## src/rtl/pipo_load_arbiter_if.sv

```systemverilog
// Bus bundle for the two-requester PIPO load arbiter.
// The arbiter takes the slave side; requesters (or a testbench) drive the master side.
interface pipo_load_arbiter_if #(
  parameter int WIDTH = 4
);
  logic             req0;
  logic [WIDTH-1:0] data0;
  logic             req1;
  logic [WIDTH-1:0] data1;
  logic             gnt0;
  logic             gnt1;
  logic [WIDTH-1:0] data_out;
  logic             valid_out;
  logic             busy;

  modport master (
    output req0, data0, req1, data1,
    input  gnt0, gnt1, data_out, valid_out, busy
  );

  modport slave (
    input  req0, data0, req1, data1,
    output gnt0, gnt1, data_out, valid_out, busy
  );
endinterface

```

## src/rtl/pipo_load_arbiter.sv

```systemverilog
// Two-requester arbiter in front of a shared parallel-in parallel-out register.
// A load grants one requester, captures its data and then locks the register
// for HOLD cycles. Simultaneous requests are resolved round-robin via a 1-bit
// last-grant pointer, or with fixed req0 priority when the macro
// PIPO_LOAD_ARB_FIXED_PRIO_EN is defined (the pointer then does not exist).
module pipo_load_arbiter #(
  parameter int WIDTH = 4,
  parameter int HOLD  = 2
) (
  input  logic               clk,
  input  logic               rst,
  pipo_load_arbiter_if.slave bus
);

  typedef enum logic {
    S_IDLE = 1'b0,
    S_HOLD = 1'b1
  } state_t;

  // Counter reload value: HOLD-1 more edges in the hold state after the load edge.
  localparam logic [3:0] HOLD_LOAD = 4'(HOLD - 1);

  state_t           state_r;
  logic [3:0]       cnt_r;
  logic             gnt0_r;
  logic             gnt1_r;
  logic [WIDTH-1:0] data_out_r;
  logic             valid_r;
  logic             busy_r;

  logic             pick0_s;
  logic             pick1_s;
  logic [WIDTH-1:0] win_data_s;

`ifndef PIPO_LOAD_ARB_FIXED_PRIO_EN
  // Last winner: 1 means requester 1 won last, so requester 0 is preferred next.
  logic             ptr_r;
`endif

  // Choose the winner among the current requests; only used while idle.
  always_comb begin
    pick0_s    = 1'b0;
    pick1_s    = 1'b0;
    win_data_s = {WIDTH{1'b0}};
`ifdef PIPO_LOAD_ARB_FIXED_PRIO_EN
    pick0_s = bus.req0;
`else
    pick0_s = bus.req0 & (~bus.req1 | ptr_r);
`endif
    pick1_s = bus.req1 & ~pick0_s;
    if (pick0_s) begin
      win_data_s = bus.data0;
    end else begin
      win_data_s = bus.data1;
    end
  end

  // Arbitration FSM: grant and load in idle, count down the lock in hold.
  always_ff @(posedge clk or negedge rst) begin
    if (!rst) begin
      state_r    <= S_IDLE;
      cnt_r      <= 4'd0;
      gnt0_r     <= 1'b0;
      gnt1_r     <= 1'b0;
      data_out_r <= {WIDTH{1'b0}};
      valid_r    <= 1'b0;
      busy_r     <= 1'b0;
`ifndef PIPO_LOAD_ARB_FIXED_PRIO_EN
      ptr_r      <= 1'b1;
`endif
    end else begin
      case (state_r)
        S_IDLE: begin
          if (pick0_s || pick1_s) begin
            data_out_r <= win_data_s;
            gnt0_r     <= pick0_s;
            gnt1_r     <= pick1_s;
            valid_r    <= 1'b1;
            busy_r     <= 1'b1;
            cnt_r      <= HOLD_LOAD;
            state_r    <= S_HOLD;
`ifndef PIPO_LOAD_ARB_FIXED_PRIO_EN
            ptr_r      <= pick1_s;
`endif
          end else begin
            gnt0_r <= 1'b0;
            gnt1_r <= 1'b0;
            busy_r <= 1'b0;
          end
        end
        S_HOLD: begin
          gnt0_r <= 1'b0;
          gnt1_r <= 1'b0;
          if (cnt_r == 4'd0) begin
            busy_r  <= 1'b0;
            state_r <= S_IDLE;
          end else begin
            cnt_r <= cnt_r - 4'd1;
          end
        end
        default: begin
          gnt0_r  <= 1'b0;
          gnt1_r  <= 1'b0;
          busy_r  <= 1'b0;
          cnt_r   <= 4'd0;
          state_r <= S_IDLE;
        end
      endcase
    end
  end

  assign bus.gnt0      = gnt0_r;
  assign bus.gnt1      = gnt1_r;
  assign bus.data_out  = data_out_r;
  assign bus.valid_out = valid_r;
  assign bus.busy      = busy_r;

endmodule

```

## src/flat_wrapper.sv

```systemverilog
// flat-port wrapper written by rule: the top's interface ports become plain ports
module pipo_load_arbiter_flat 
#(
  parameter int WIDTH = 4,
  parameter int HOLD  = 2
)
  (clk, rst, bus_req0, bus_data0, bus_req1, bus_data1, bus_gnt0, bus_gnt1, bus_data_out, bus_valid_out, bus_busy);
  pipo_load_arbiter_if #(.WIDTH(WIDTH)) bus_i ();
  input  logic clk;
  input  logic rst;
  input wire logic [$bits(bus_i.req0)-1:0] bus_req0;
  input wire logic [$bits(bus_i.data0)-1:0] bus_data0;
  input wire logic [$bits(bus_i.req1)-1:0] bus_req1;
  input wire logic [$bits(bus_i.data1)-1:0] bus_data1;
  output wire logic [$bits(bus_i.gnt0)-1:0] bus_gnt0;
  output wire logic [$bits(bus_i.gnt1)-1:0] bus_gnt1;
  output wire logic [$bits(bus_i.data_out)-1:0] bus_data_out;
  output wire logic [$bits(bus_i.valid_out)-1:0] bus_valid_out;
  output wire logic [$bits(bus_i.busy)-1:0] bus_busy;
  assign bus_i.req0 = bus_req0;
  assign bus_i.data0 = bus_data0;
  assign bus_i.req1 = bus_req1;
  assign bus_i.data1 = bus_data1;
  assign bus_gnt0 = bus_i.gnt0;
  assign bus_gnt1 = bus_i.gnt1;
  assign bus_data_out = bus_i.data_out;
  assign bus_valid_out = bus_i.valid_out;
  assign bus_busy = bus_i.busy;
  pipo_load_arbiter #(.WIDTH(WIDTH), .HOLD(HOLD)) u_core (.clk(clk), .rst(rst), .bus(bus_i));
endmodule
```

## config.mk

```make
export PLATFORM = sky130hd
export DESIGN_NAME = pipo_load_arbiter_flat
export DESIGN_NICKNAME = d
export VERILOG_FILES = /design/src/rtl/pipo_load_arbiter_if.sv /design/src/rtl/pipo_load_arbiter.sv /design/src/flat_wrapper.sv
export SDC_FILE = /design/constraint.sdc
export NUM_CORES = 1
export LEC_CHECK = 0
export CAP_MARGIN = 10
export CORE_MARGIN = 3
export CORE_UTILIZATION = 44
export CTS_CLUSTER_SIZE = 16
export DETAILED_ROUTE_END_ITERATION = 10
export HOLD_SLACK_MARGIN = 0.05
export PLACE_DENSITY = 0.72
export SETUP_SLACK_MARGIN = 0.3
export SLEW_MARGIN = 30
export SYNTH_ARGS = -nofsm -noshare
export SYNTH_HDL_FRONTEND = slang
export SYNTH_SLANG_ARGS = --single-unit
```

## constraint.sdc

```tcl
create_clock -name clk -period 1.6 [get_ports clk]
set_input_delay 0.4 -clock clk [delete_from_list [all_inputs] [get_ports clk]]
set_output_delay 0.4 -clock clk [all_outputs]
set_load 0.1 [all_outputs]
```

Word level (Yosys, flattened, before mapping):

Cells that the tools add are included.

* multiplexer cells: 13
* bitwise operators: 6
* reduce and logical (&&, ||, !) cells: 4
* eq/ne operators: 3
* add/subtract/negate cells: 1

Operators by type and width (number)
* $mux W4: 3
* $pmux W1 S2: 4
* $pmux W4 S2: 1
* $mux W1: 5
* $logic_not A4 Y1: 1
* $ne A2 B2 Y1 const B: 2
* $reduce_and A2 Y1: 2
* $sub A4 B1 Y4 const B: 1
* $not A1 Y1: 3
* $and A1 B1 Y1: 2
* $ne A2 B1 Y1 const B: 1
* $logic_or A1 B1 Y1: 1
* $or A1 B1 Y1: 1

* output and inout port bits: 8
* flip-flop bits (word level): 14
* input bits: 12
* logic and storage cells: 35

Depth between registers and ports, before layout:

* depth in word-level cells: 8
* gate-level depth with buffers: 5
* mapped depth without buffers: 5

Least setup slack after synthesis:

Ideal clock, no wire load.

* path kind: flip-flop to flip-flop
* start point: reg u_core.cnt_r[0]
* end point: reg u_core.cnt_r[0]
* data required time: 1.475 ns
* path buffers: 0
* period minus slack after synthesis: 1.338 ns
* path slack: 0.262 ns
* data arrival time: 1.213 ns
* setup time: 0.125 ns
* stages on the path, launching flop included: 6
* cell sequence: dfrtp_1 inv_1 ha_1 nand3b_1 o21ba_4 mux2_4

* cells in the longest elaborated chain, start to end: 3
* elaborated cells on any way between the ends: 6
* those cells by class: add/sub (1); eq/ne (1); mux (2); reduce/logical (2)

Ends and longest elaborated chain
* start: declaration: line pipo_load_arbiter.sv:24 `logic [3:0] cnt_r;`
* start signal: assignment: line pipo_load_arbiter.sv:98 `cnt_r <= cnt_r - 4'd1;`
* $sub A4 B1 Y4 or $logic_not A4 Y1 (tied branches): line pipo_load_arbiter.sv:98, pipo_load_arbiter.sv:94
* $mux W4 or $ne A2 B2 Y1 (tied branches)
* $pmux W4 S2 or $reduce_and A2 Y1 (tied branches)

Several ways; a longest one is shown, not always the timed one. The select of a mux whose other input is x is not followed.
A chain may end at the register's enable or synchronous reset.

Worst setup path in the final report:

* start point: in bus_req0
* end point: reg u_core.cnt_r[0]

* cells in the longest elaborated chain, start to end: 6

Ends and longest elaborated chain
* start: declaration: line flat_wrapper.sv:11 `input wire logic [$bits(bus_i.req0)-1:0] bus_req0;`
* $and A1 B1 Y1 *: line pipo_load_arbiter.sv:48 `pick0_s = bus.req0 & (~bus.req1 | ptr_r);`
* $not A1 Y1: line pipo_load_arbiter.sv:50 `pick1_s = bus.req1 & ~pick0_s;`
* $and A1 B1 Y1: line pipo_load_arbiter.sv:50
* $logic_or A1 B1 Y1 *: line pipo_load_arbiter.sv:74 `if (pick0_s || pick1_s) begin`
* $ne A2 B1 Y1 (no line) *
* $reduce_and A2 Y1 (no line) *

Mark *: on every way between the ends. The rest lies on a longest branch, timed or not.

==> results_dict.tcl <==
set metrics [dict create \
    synth_area_um2 680.7 \
    worst_slew_pin_slew_ns 0.2446 \
    max-slew-margin-rel_pct 83.69 \
    synth_cell_types 25 \
    synth_area_per_cell_um2 10.16 \
    initial_utilization_pct 49.23 \
    clock_skew_ns 0.001341 \
    drive_above_1_share_pct 30.93 \
    crit_arrival_ns 1.54 \
    synth_warnings 0 \
    cp.required_ns 1.77 \
    port_buffers 19 \
    finalWorstSetupSlack_ns 0.2305 \
    finalHoldViolCount 0 \
    cts_root_buf "clkbuf_4" \
    leakage_nw 0.4728 \
    mostFrequentLayoutCell "dfrtp_1" \
    power.density_mw_per_mm2 2212 \
    r2r_slack_ns 0.23 \
    cts_tree "yes" \
    die_area_mm2 0.002055 \
    crit_start "bus_req0" \
    clkSlewWorstSetupHoldPaths_ns 0.08 \
    final_cell_mix "dfrtp_1, clkdlybuf4s50_1, buf_4, buf_12, nor2_1" \
    cp-start-kind "primary input" \
    gp_congestion 0.7838 \
    antenna_found_initial 0 \
    cp-end-kind "register" \
    hold_path_class "primary input to async pin" \
    grt_first_pass_wirelength_mm 2.573 \
    rows 13 \
    wl_met2_um 717 \
    cts_buffer_depth 2 \
    critPathMaxFanout 3 \
    grt_overflow 0 \
    htreeDepth 1 \
    outcome "complete, no violations" \
    coreArea_mm2 0.001383 \
    grt.total_usage_pct 17.90 \
    grt_pass1_vias 601 \
    nets 111 \
    drtIter0Drc 16 \
    pre_cts_slack_ns -0.1031 \
    drc 0 \
    viasPerCell 5.214 \
    syn2layout_area_growth_pct 56.98 \
    wl_per_cell_um 13.49 \
    maxSlewViolCount 0 \
    cts_hold_buf 0 \
    io_pins 20 \
    dr_wl_met3_um 120 \
    synth.net_count 80 \
    path_class "primary input to register" \
    min_period_ns 1.370 \
    grt_max_degree 15 \
    r2r_end "u_core.cnt_r[0]" \
    vias 584 \
    synthCells 67 \
    numCtsBuffers 3 \
    drt-met1-wl_um 654 \
    cap_violations 0 \
    dr.max_layer_used "met4" \
    drtPass1Iterations 4 \
    die_h_um 45.33 \
    cp-endpoint "u_core.cnt_r[0]" \
    setup_tns_ns 0 \
    reg2reg_depth 5 \
    diodes 0 \
    antenna_left 0 \
    cts_num_sinks 14 \
    post-route-util_pct 77.29 \
    grt_setup_unrepaired "true" \
    synth_seq_cells 14 \
    setup_violations 0 \
    die_x_um 45.33 \
    drt_wl_total_mm 1.511 \
    fmax_mhz 730.2 \
    clk_latency_ns 0.28 \
    r2r-start "u_core.cnt_r[1]" \
    fin_crit_sh_pct 85.60 \
    seq_area_frac_synth_pct 51.65 \
    dp_hpwl_mm 1.167 \
    vdd_drop_max_uv 1315 \
]
## kinds of logic (layout without fill, tap and decap cells)
family / after synthesis / count (layout) / synth area share (%)
DFF: 14 / 14 / 51.65
muxes: 3 / 3 / 5.147
adders and majority gates: 1 / 1 / 1.838
and+or+nand+nor: 21 / 21 / 15.99
buffers and inverters: 9 / 39 / 6.801
AOI/OAI and AO/OA: 19 / 19 / 18.57
## cells in the mapped netlist
| library cell | n | area share (%) |
|---|---|---|
| buf_4 | 1 | 1.1 |
| mux2_4 | 1 | 2.2 |
| or2_1 | 1 | 0.92 |
| mux2i_1 | 2 | 2.9 |
| nand2b_1 | 2 | 1.8 |
| o21ba_4 | 1 | 2.4 |
| dfstp_2 | 1 | 3.9 |
| buf_2 | 1 | 0.73 |
| o211ai_1 | 2 | 2.2 |
| nor3_1 | 2 | 1.5 |
| o21ai_0 | 9 | 6.6 |
| nor2b_1 | 2 | 1.8 |
| nor2_1 | 6 | 3.3 |
| nand3b_1 | 1 | 1.1 |
| buf_6 | 1 | 1.7 |
| ha_1 | 1 | 1.8 |
| nand2_1 | 2 | 1.1 |
| a211oi_1 | 1 | 1.1 |
| nor3_2 | 1 | 1.5 |
| nand3_1 | 4 | 2.9 |
| a31oi_1 | 4 | 3.7 |
| o21ba_2 | 1 | 1.5 |
| o31ai_1 | 1 | 1.1 |
| inv_1 | 6 | 3.3 |
| dfrtp_1 | 13 | 48 |
## layer usage
metal  global-route usage, %  up-vias
li1                        -      294
met1                   20.70      267
met2                   29.66       21
met3                   7.968        2
met4                   5.263        0
met5                       0        -
## through the flow
| step | power (W) | cells | hold WS [ns] | area, um^2 |
|---|---|---|---|---|
| 2_1_floorplan | 0.001518 | 67 | 0.1044 | 683.2 |
| 3_3_place_gp | 0.001993 | 104 | 0.5068 | 993.5 |
| 3_5_place_dp | 0.002021 | 104 | 0.5184 | 993.5 |
| 4_1_cts | 0.002348 | 110 | 0.4139 | 1054 |
| 5_1_grt | 0.002491 | 112 | 0.4307 | 1069 |
| 6_report | 0.002363 | 112 | 0.4172 | 1069 |
## worst min-delay path by stage
| stage | end | slack (ns) | cells past startpoint |
|---|---|---|---|
| floorplan | u_core.bus.busy | 0.10 | 0 |
| global placement | u_core.ptr_r | 0.51 | 2 |
| detailed placement | u_core.ptr_r | 0.52 | 2 |
| CTS | u_core.bus.data_out[0] | 0.41 | 2 |
| global route | u_core.bus.data_out[2] | 0.43 | 2 |
| finish | u_core.bus.data_out[2] | 0.42 | 2 |
## what timing repair did
item,CTS,global route
endpoints found under the setup margin,2,11
setup buffers,2,2
pin swaps,2,0
gates resized for setup,4,4
## critical path, stage by stage
cell,delay [ns]
clkdlybuf4s50_1,0.46
nor3_2,0.20
o21ba_4,0.19
mux2_4,0.29
## final cells by class
class                           count  area, um^2
Fill cell                          97       314.1
Clock buffer                        4       36.28
Multi-Input combinational cell     44       295.3
Tap cell                           15       18.77
Sequential cell                    14       351.6
Inverter                            6       22.52
Timing Repair Buffer               29       344.1
## registers in the layout (all words and copies together), names as in the netlist
name,count
u_core.state_r,1
u_core.bus.data_out,4
u_core.bus.gnt1,1
u_core.ptr_r,1
u_core.bus.valid_out,1
u_core.cnt_r,4
u_core.bus.busy,1
u_core.bus.gnt0,1
## power by group
| group | total, W | switching (W) | internal (W) |
|---|---|---|---|
| logic | 0.00145 | 0.000837 | 0.000618 |
| registers | 0.000659 | 0.000155 | 0.000504 |
| clock network | 0.000250 | 0.000112 | 0.000139 |
No activity file was read; power rests on OpenSTA's default activity.
